File: src/rtl/fetch_pkg.sv
// fetch_pkg: shared state enum, PC constants and FIFO entry type for the fetch stage
package fetch_pkg;
  typedef enum logic [1:0] {BOOT, RUN, HALTED} fetch_state_t;
  localparam logic [31:0] PC_STEP = 32'd4;
  localparam logic [31:0] PC_ALIGN_MASK = 32'hFFFF_FFFC;
  typedef struct packed {
    logic [31:0] pc;
    logic [31:0] instr;
  } fetch_entry_t;
endpackage

File: src/rtl/fetch_fifo.sv
// fetch_fifo: small circular queue of fetch entries with flush; push and pop may coincide when full
module fetch_fifo
  import fetch_pkg::*;
#(
  parameter int DEPTH = 2
) (
  input  logic         clk,
  input  logic         reset,
  input  logic         push,
  input  logic         pop,
  input  logic         flush,
  input  fetch_entry_t wr_data,
  output fetch_entry_t rd_data,
  output logic         full,
  output logic         empty
);
  localparam int AW = $clog2(DEPTH);
  fetch_entry_t mem_q [DEPTH];
  logic [AW-1:0] rd_q, wr_q;
  logic [AW:0] cnt_q, cnt_d;
  assign full = cnt_q == (AW+1)'(DEPTH);
  assign empty = cnt_q == '0;
  assign rd_data = mem_q[rd_q];
  assign cnt_d = cnt_q + (AW+1)'(push) - (AW+1)'(pop);
  // Pointers wrap naturally because DEPTH is a power of two
  always_ff @(posedge clk or posedge reset) begin
    if (reset) begin
      rd_q <= '0;
      wr_q <= '0;
      cnt_q <= '0;
      for (int i = 0; i < DEPTH; i++) mem_q[i] <= '0;
    end else if (flush) begin
      rd_q <= '0;
      wr_q <= '0;
      cnt_q <= '0;
    end else begin
      if (push) begin
        mem_q[wr_q] <= wr_data;
        wr_q <= wr_q + 1'b1;
      end
      if (pop) rd_q <= rd_q + 1'b1;
      cnt_q <= cnt_d;
    end
  end
endmodule

File: src/rtl/instruction_fetch.sv
// instruction_fetch: owns the PC, fetches from instruction memory and queues {pc, instr} toward decode
module instruction_fetch
  import fetch_pkg::*;
#(
  parameter logic [31:0] RESET_PC = 32'h0000_0000,
  parameter int          DEPTH    = 2
) (
  input  logic        clk,
  input  logic        reset,
  output logic [31:0] instruction_addr,
  input  logic [31:0] instruction_read,
  input  logic        instruction_ready,
  input  logic        redirect_valid,
  input  logic [31:0] redirect_pc,
  input  logic        halt,
  output logic        fetch_valid,
  input  logic        fetch_ready,
  output logic [31:0] fetch_instr,
  output logic [31:0] fetch_pc,
  output logic [31:0] fetch_count
);
  fetch_state_t state_q, state_d;
  logic [31:0] pc_q, pc_d, count_q, count_d;
  logic full, empty, push, pop, flush;
  fetch_entry_t wr_entry, head;
  assign pop = ~empty & fetch_ready;
  assign flush = redirect_valid & (state_q != BOOT);
  // A pop in the same cycle frees the slot, so a full queue can still accept
  assign push = (state_q == RUN) & ~halt & instruction_ready & ~redirect_valid & (~full | pop);
  assign wr_entry = '{pc: pc_q, instr: instruction_read};
  always_comb begin
    state_d = halt ? HALTED : RUN;
    pc_d = flush ? (redirect_pc & PC_ALIGN_MASK) : push ? pc_q + PC_STEP : pc_q;
    count_d = count_q + {31'd0, pop};
  end
  always_ff @(posedge clk or posedge reset) begin
    if (reset) begin
      state_q <= BOOT;
      pc_q <= RESET_PC & PC_ALIGN_MASK;
      count_q <= '0;
    end else begin
      state_q <= state_d;
      pc_q <= pc_d;
      count_q <= count_d;
    end
  end
  fetch_fifo #(.DEPTH(DEPTH)) u_fifo (
    .clk(clk),
    .reset(reset),
    .push(push),
    .pop(pop),
    .flush(flush),
    .wr_data(wr_entry),
    .rd_data(head),
    .full(full),
    .empty(empty)
  );
  assign instruction_addr = pc_q;
  assign fetch_valid = ~empty;
  assign fetch_instr = head.instr;
  assign fetch_pc = head.pc;
  assign fetch_count = count_q;
endmodule

File: config.mk
export PLATFORM = sky130hd
export DESIGN_NAME = instruction_fetch
export DESIGN_NICKNAME = d
export VERILOG_FILES = /design/src/rtl/fetch_pkg.sv /design/src/rtl/fetch_fifo.sv /design/src/rtl/instruction_fetch.sv
export SDC_FILE = /design/constraint.sdc
export NUM_CORES = 1
export LEC_CHECK = 0
export ABC_AREA = 1
export ABC_CLOCK_PERIOD_IN_PS = 6270
export CAP_MARGIN = 15
export CORE_MARGIN = 5
export CORE_UTILIZATION = 25
export CTS_BUF_LIST = sky130_fd_sc_hd__clkbuf_4 sky130_fd_sc_hd__clkbuf_8 sky130_fd_sc_hd__clkbuf_16
export CTS_CLUSTER_SIZE = 10
export DETAILED_ROUTE_END_ITERATION = 6
export GPL_ROUTABILITY_DRIVEN = 1
export PLACE_DENSITY = 0.49
export REMOVE_ABC_BUFFERS = 1
export SETUP_SLACK_MARGIN = 0.3
export SLEW_MARGIN = 15
export SYNTH_ARGS = -nofsm -noshare
export SYNTH_HDL_FRONTEND = slang
export SYNTH_SLANG_ARGS = --single-unit
File: constraint.sdc
create_clock -name clk -period 6.27 [get_ports clk]
set_input_delay 0.627 -clock clk [delete_from_list [all_inputs] [get_ports clk]]
set_output_delay 0.627 -clock clk [all_outputs]
set_load 0.03 [all_outputs]
==> results of run 1 <==
[worst min-delay path by stage]
stage | startpoint | endpoint
detailed placement | u_fifo.mem_q[30]$_DFFE_PP0P_ | u_fifo.mem_q[30]$_DFFE_PP0P_
CTS | u_fifo.mem_q[30]$_DFFE_PP0P_ | u_fifo.mem_q[30]$_DFFE_PP0P_
global placement | u_fifo.mem_q[83]$_DFFE_PP0P_ | u_fifo.mem_q[83]$_DFFE_PP0P_
floorplan | u_fifo.mem_q[100]$_DFFE_PP0P_ | u_fifo.mem_q[100]$_DFFE_PP0P_
global route | u_fifo.mem_q[108]$_DFFE_PP0P_ | u_fifo.mem_q[108]$_DFFE_PP0P_
finish | u_fifo.mem_q[30]$_DFFE_PP0P_ | u_fifo.mem_q[30]$_DFFE_PP0P_
[metrics by stage]
stage / total power (µW) / instance area [µm²]
6_report: 4410 / 12500
5_1_grt: 4690 / 12500
4_1_cts: 4490 / 12500
3_5_place_dp: 3320 / 11900
3_3_place_gp: 3300 / 11900
2_1_floorplan: 2570 / 9290
[registers in the layout, summed over array words and instances (netlist names)]
signal / cells
u_fifo.wr_q: 1
instruction_addr: 30
u_fifo.cnt_q: 2
u_fifo.mem_q: 124
u_fifo.rd_q: 1
fetch_count: 32
state_q: 2
[routing by layer]
layer	wire length, µm	share of wire [%]
met5	0	0
met4	381	1.3
met3	1300	4.5
met2	13300	45
met1	14200	49
[cell type report]
| type | instances | area (µm²) |
|---|---|---|
| clock inverter | 10 | 124 |
| tap | 511 | 639 |
| sequential | 192 | 4810 |
| multi-input combinational | 918 | 4020 |
| timing repair buffer | 199 | 1980 |
| clock buffer | 22 | 488 |
| fill | 4098 | 25300 |
| inverter | 125 | 479 |
[cell usage after synthesis]
cell and n:
buf_6 13, inv_2 2, xor2_1 24, nand3b_1 5, nor2_1 81, conb_1 1
nand2_2 3, clkinv_1 1, ha_1 5, inv_4 1, o21ai_1 93, o21ai_0 39
nand3_1 69, a21oi_1 2, nor2_4 2, dfrtp_1 192, inv_1 121, and2_1 4
xnor2_1 7, nor3_1 10, nand2_1 558, buf_2 14, buf_1 5, clkbuf_1 18
nand4_1 4, o21ai_2 5, nand2_4 2, o211ai_1 1, buf_4 5
[power breakdown]
part           internal (µW)  total, µW  switching (µW)
Clock                    641       1140             502
Combinational            606       1640            1030
Sequential              1470       1630             165
[critical path, cell delays in order]
cell and delay, ps:
clkdlybuf4s50_1 420, inv_1 80, nand3_1 60, nor3_1 290, nand2_2 500, inv_4 520, nand2_4 440, buf_4 500
nand2_1 150, o21ai_0 90
[cell families (layout without fill, tap and decap cells)]
family | count (synthesis) | in the layout
AOI/OAI and AO/OA | 140 | 140
xor gates and xnor gates | 31 | 31
adders and majority gates | 5 | 5
buffers and inverters | 180 | 356
DFF | 192 | 192
other | 1 | 4
and+or+nand+nor | 738 | 738
==> results.cfg, run 1 <==
[synthesis]
synth_top_family_by_area = simple AND/OR/NAND/NOR gates
synthAdderAreaFrac_pct = 0.650
yosys_warnings = 0
synthMuxAreaShare_pct = 0
synth_top_area_cell = dfrtp_1
yosys.cell_types.count = 29
synth_top_area_share_pct = 49.9
synth_area_um2 = 9620
synthSimpleGateAreaFrac_pct = 30.6
synth-seq-cells = 192
postSynthCellCount = 1287
synth_xor_area_share_pct = 2.82
avgSynthCellArea_um2 = 7.48
synth_seq_area_share_pct = 49.9
yosys-top-cells-area = dfrtp_1, nand2_1, o21ai_1
synth_compound_area_share_pct = 7.50

[detailed_routing]
drc = 0
vias = 8397
drt_pass1_iterations = 5
antenna_left = 0
viasPerCell = 4.25
finalWirelength_um = 29200
routedWlPerCell_um = 14.8
drt_iter0_drc = 495

[timing]
hold_slack_ps = 483
worst_slack_ps = 2810
setup_tns_ps = 0
max_freq_ghz = 0.289
rsz0062_at_grt = no
slew_violations = 0
fin_worst_skew_ps = 20.3
tightest_slew_ps = 1030
max_slew_margin_pct = 31.1
min_period_ps = 3460
hold_viol_final = 0
fin_crit_sh_pct = 55.2
setup_violations = 0

[cells_and_area]
final_cell_mix = nand2_1, clkdlybuf4s50_1, dfrtp_1
drive_above_1_share_pct = 3.89
nets = 1528
final_cells = 1977
final_common_cell = nand2_1
fin_util_pct = 33.1
antenna_cells = 0
areaGrowthSynthToFinish_pct = 30.3

[die]
core_um2 = 37800
start_util_pct = 25.4
die_area_um2 = 42500
die_h_um = 206
row_count = 71
fp.dieW_um = 206
ios = 199

[clock_tree]
cts_hold_buf = 0
cts_max_level = 4
cts_tree = yes
numCtsBuffers = 17
cts.path.max_buffers = 2
clk_pin_slew_ps = 70
clockRootBuffer = clkbuf_16
clkLatencyLatePin_ps = 450
numClockSinks = 192
cts_setup_buffers = 0
post_cts_resized = 0

[placement]
dp_cells = 1944
dp_slack_ps = 2320
place_congestion = 0.852
port_buffers = 192
dp_hpwl_um = 19900

[global_route]
track_usage_pct = 13.8
met3_usage_pct = 2.56
met1_usage_pct = 19.7
grt_pass1_wl_um = 46100
grt.busiest_layer = met2
globalRouteMet2Util_pct = 21.5
overflow = 0
antenna_found_initial = 0
first_global_vias = 8104
grt_max_degree = 138

[worst_setup_path]
startpoint_type = primary input
crit_type = primary input to register
reg2reg_depth = 9
r2r_slack_ps = 2940
crit_arrival_ps = 3750
reg2reg_to = u_fifo.mem_q[27]$_DFFE_PP0P_
timing.rr.start = u_fifo.cnt_q[1]$_DFF_PP0_
startpoint = halt
endpoint = u_fifo.mem_q[82]$_DFFE_PP0P_
critPathMaxFanout = 70
endpoint_kind = register
cp.required_ps = 6560

[pwr]
p_per_area_nw_per_um2 = 352
cellLeakagePower_uw = 0.00595
ir_worst_vdd_v = 0.000147

[hold_path]
min_path_cells = 2
hold_class = register to register

[run]
drv_cap = 0

[status]
run_status = finished clean
(Power assumes the default switching activity.)
==> run 2, diff against run 1 <==
Settings changed: ABC_CLOCK_PERIOD_IN_PS 6270 to 2900.
Clock period 6.27 ns to 2.9 ns, I/O delays scaled along.
==> run 2 against run 1 <==
Non-clock buffer count rose by 11; clock power is 110% higher; hold slack got worse by 160 ps; total power grew 120%; largest cell class unchanged; sequential cell count stayed put; critical path type is now register to output pin; first-iteration DRC count decreased by 2.4%.
==> results.cfg, run 2 (synthesis results as in run 1) <==
[detailed_routing]
drt_iter0_drc = 483
drt_pass1_iterations = 5
finalWirelength_um = 29100
antenna_left = 0
drc = 0
vias = 8510
viasPerCell = 4.28
routedWlPerCell_um = 14.6

[die]
die_area_um2 = 42500
ios = 199
start_util_pct = 25.4
core_um2 = 37800
row_count = 71
fp.dieW_um = 206
die_h_um = 206

[clock_tree]
cts.path.max_buffers = 2
clockRootBuffer = clkbuf_16
numClockSinks = 192
cts_hold_buf = 0
cts_setup_buffers = 0
cts_tree = yes
numCtsBuffers = 17
post_cts_resized = 0
clk_pin_slew_ps = 70
clkLatencyLatePin_ps = 440
cts_max_level = 4

[global_route]
overflow = 0
grt_max_degree = 72
first_global_vias = 8201
grt_pass1_wl_um = 46000
track_usage_pct = 13.7
antenna_found_initial = 0

[status]
run_status = finished clean

[worst_setup_path]
critPathMaxFanout = 40
crit_arrival_ps = 2000
cp.required_ps = 2610
crit_type = register to output pin
startpoint_type = register
endpoint_kind = output pin

[cells_and_area]
num-fill-cells = 4114
drive_above_1_share_pct = 8.80
largest_reg_flops = 124
antenna_cells = 0
largest-register = u_fifo.mem_q
final_common_cell = nand2_1
nets = 1539
areaGrowthSynthToFinish_pct = 31.5
final_cell_mix = nand2_1, dfrtp_1, clkdlybuf4s50_1

[timing]
max_slew_margin_pct = 43.5
setup_tns_ps = 0
setup_violations = 0
worst_slack_ps = 611
slew_violations = 0
rsz0062_at_grt = no
fin_crit_sh_pct = 78.9
min_period_ps = 2290
max_freq_ghz = 0.437
fin_worst_skew_ps = 13.1
tightest_slew_ps = 847
hold_viol_final = 0

[placement]
port_buffers = 192
dp_hpwl_um = 20500
place_congestion = 0.852
dp_slack_ps = 459

[pwr]
cellLeakagePower_uw = 0.00615
ir_worst_vdd_v = 0.000389
p_per_area_nw_per_um2 = 750

[hold_path]
hold_class = primary input to asynchronous set/reset pin

[run]
drv_cap = 0
[run 2: cell types whose count changed in the layout (fill, tap and decap cells not counted)]
cell / previous run / this run
inv_6: 2 / 4
buf_12: 0 / 19
bufinv_16: 2 / 1
buf_4: 6 / 61
buf_8: 1 / 0
clkbuf_8: 4 / 0
clkbuf_4: 1 / 2
clkdlybuf4s50_1: 192 / 130
clkinvlp_4: 1 / 2
clkinv_4: 2 / 3
[run 2: cell type report]
cell class                      count  area, µm²  area share (%)
Sequential cell                   192       4810            38.0
Multi-Input combinational cell    918       4020            31.8
Timing Repair Buffer              210       2140            16.9
Tap cell                          511        639            5.05
Inverter                          125        479            3.79
Clock buffer                       19        440            3.48
Clock inverter                     13        128            1.01
[run 2: report_power, final]
group	switching (µW)	internal [µW]	total (µW)
clock	1120	1220	2340
sequential	354	3170	3520
combinational	2260	1360	3620
[run 2: per-stage QoR]
step | std cells | hold slack (ps) | total power [µW] | utilization, % | area (µm²)
floorplan | 1235 | 321 | 5570 | - | 9290
detailed placement | 1956 | 469 | 7270 | 31.9 | 12100
CTS | 1988 | 285 | 9680 | 33.4 | 12700
global placement | 1956 | 466 | 7240 | 31.9 | 12100
global route | 1988 | 302 | 10100 | 33.4 | 12700
finish | 1988 | 321 | 9490 | 33.4 | 12700
[run 2: path summary, 6_finish.rpt]
kind,start,to,slack (ps),cells after the start
max,u_fifo.rd_q$_DFFE_PP0P_,fetch_pc[24],610,5
min,reset,u_fifo.mem_q[81]$_DFFE_PP0P_,320,2
max reg2reg,u_fifo.cnt_q[1]$_DFF_PP0_,fetch_count[16]$_DFF_PP0_,690,11
min reg2reg,u_fifo.mem_q[29]$_DFFE_PP0P_,u_fifo.mem_q[29]$_DFFE_PP0P_,480,2
max in group asynchronous,reset,fetch_count[26]$_DFF_PP0_,1900,3
min in group clk,halt,state_q[1]$_DFF_PP0_,320,1
[run 2: layer usage]
layer	up-vias	share of wire, %	GRT usage, %
li1	4349	-	-
met1	3945	47	18.9
met2	199	46	21.8
met3	17	5.6	3.03
met4	0	1.4	3.90
met5	-	0	0
[run 2: critical path, cell delays in order, from the launching register on]
cell	delay, ps
dfrtp_2	410
inv_2	420
buf_12	310
nand2_1	80
nand2_1	160
buf_12	140
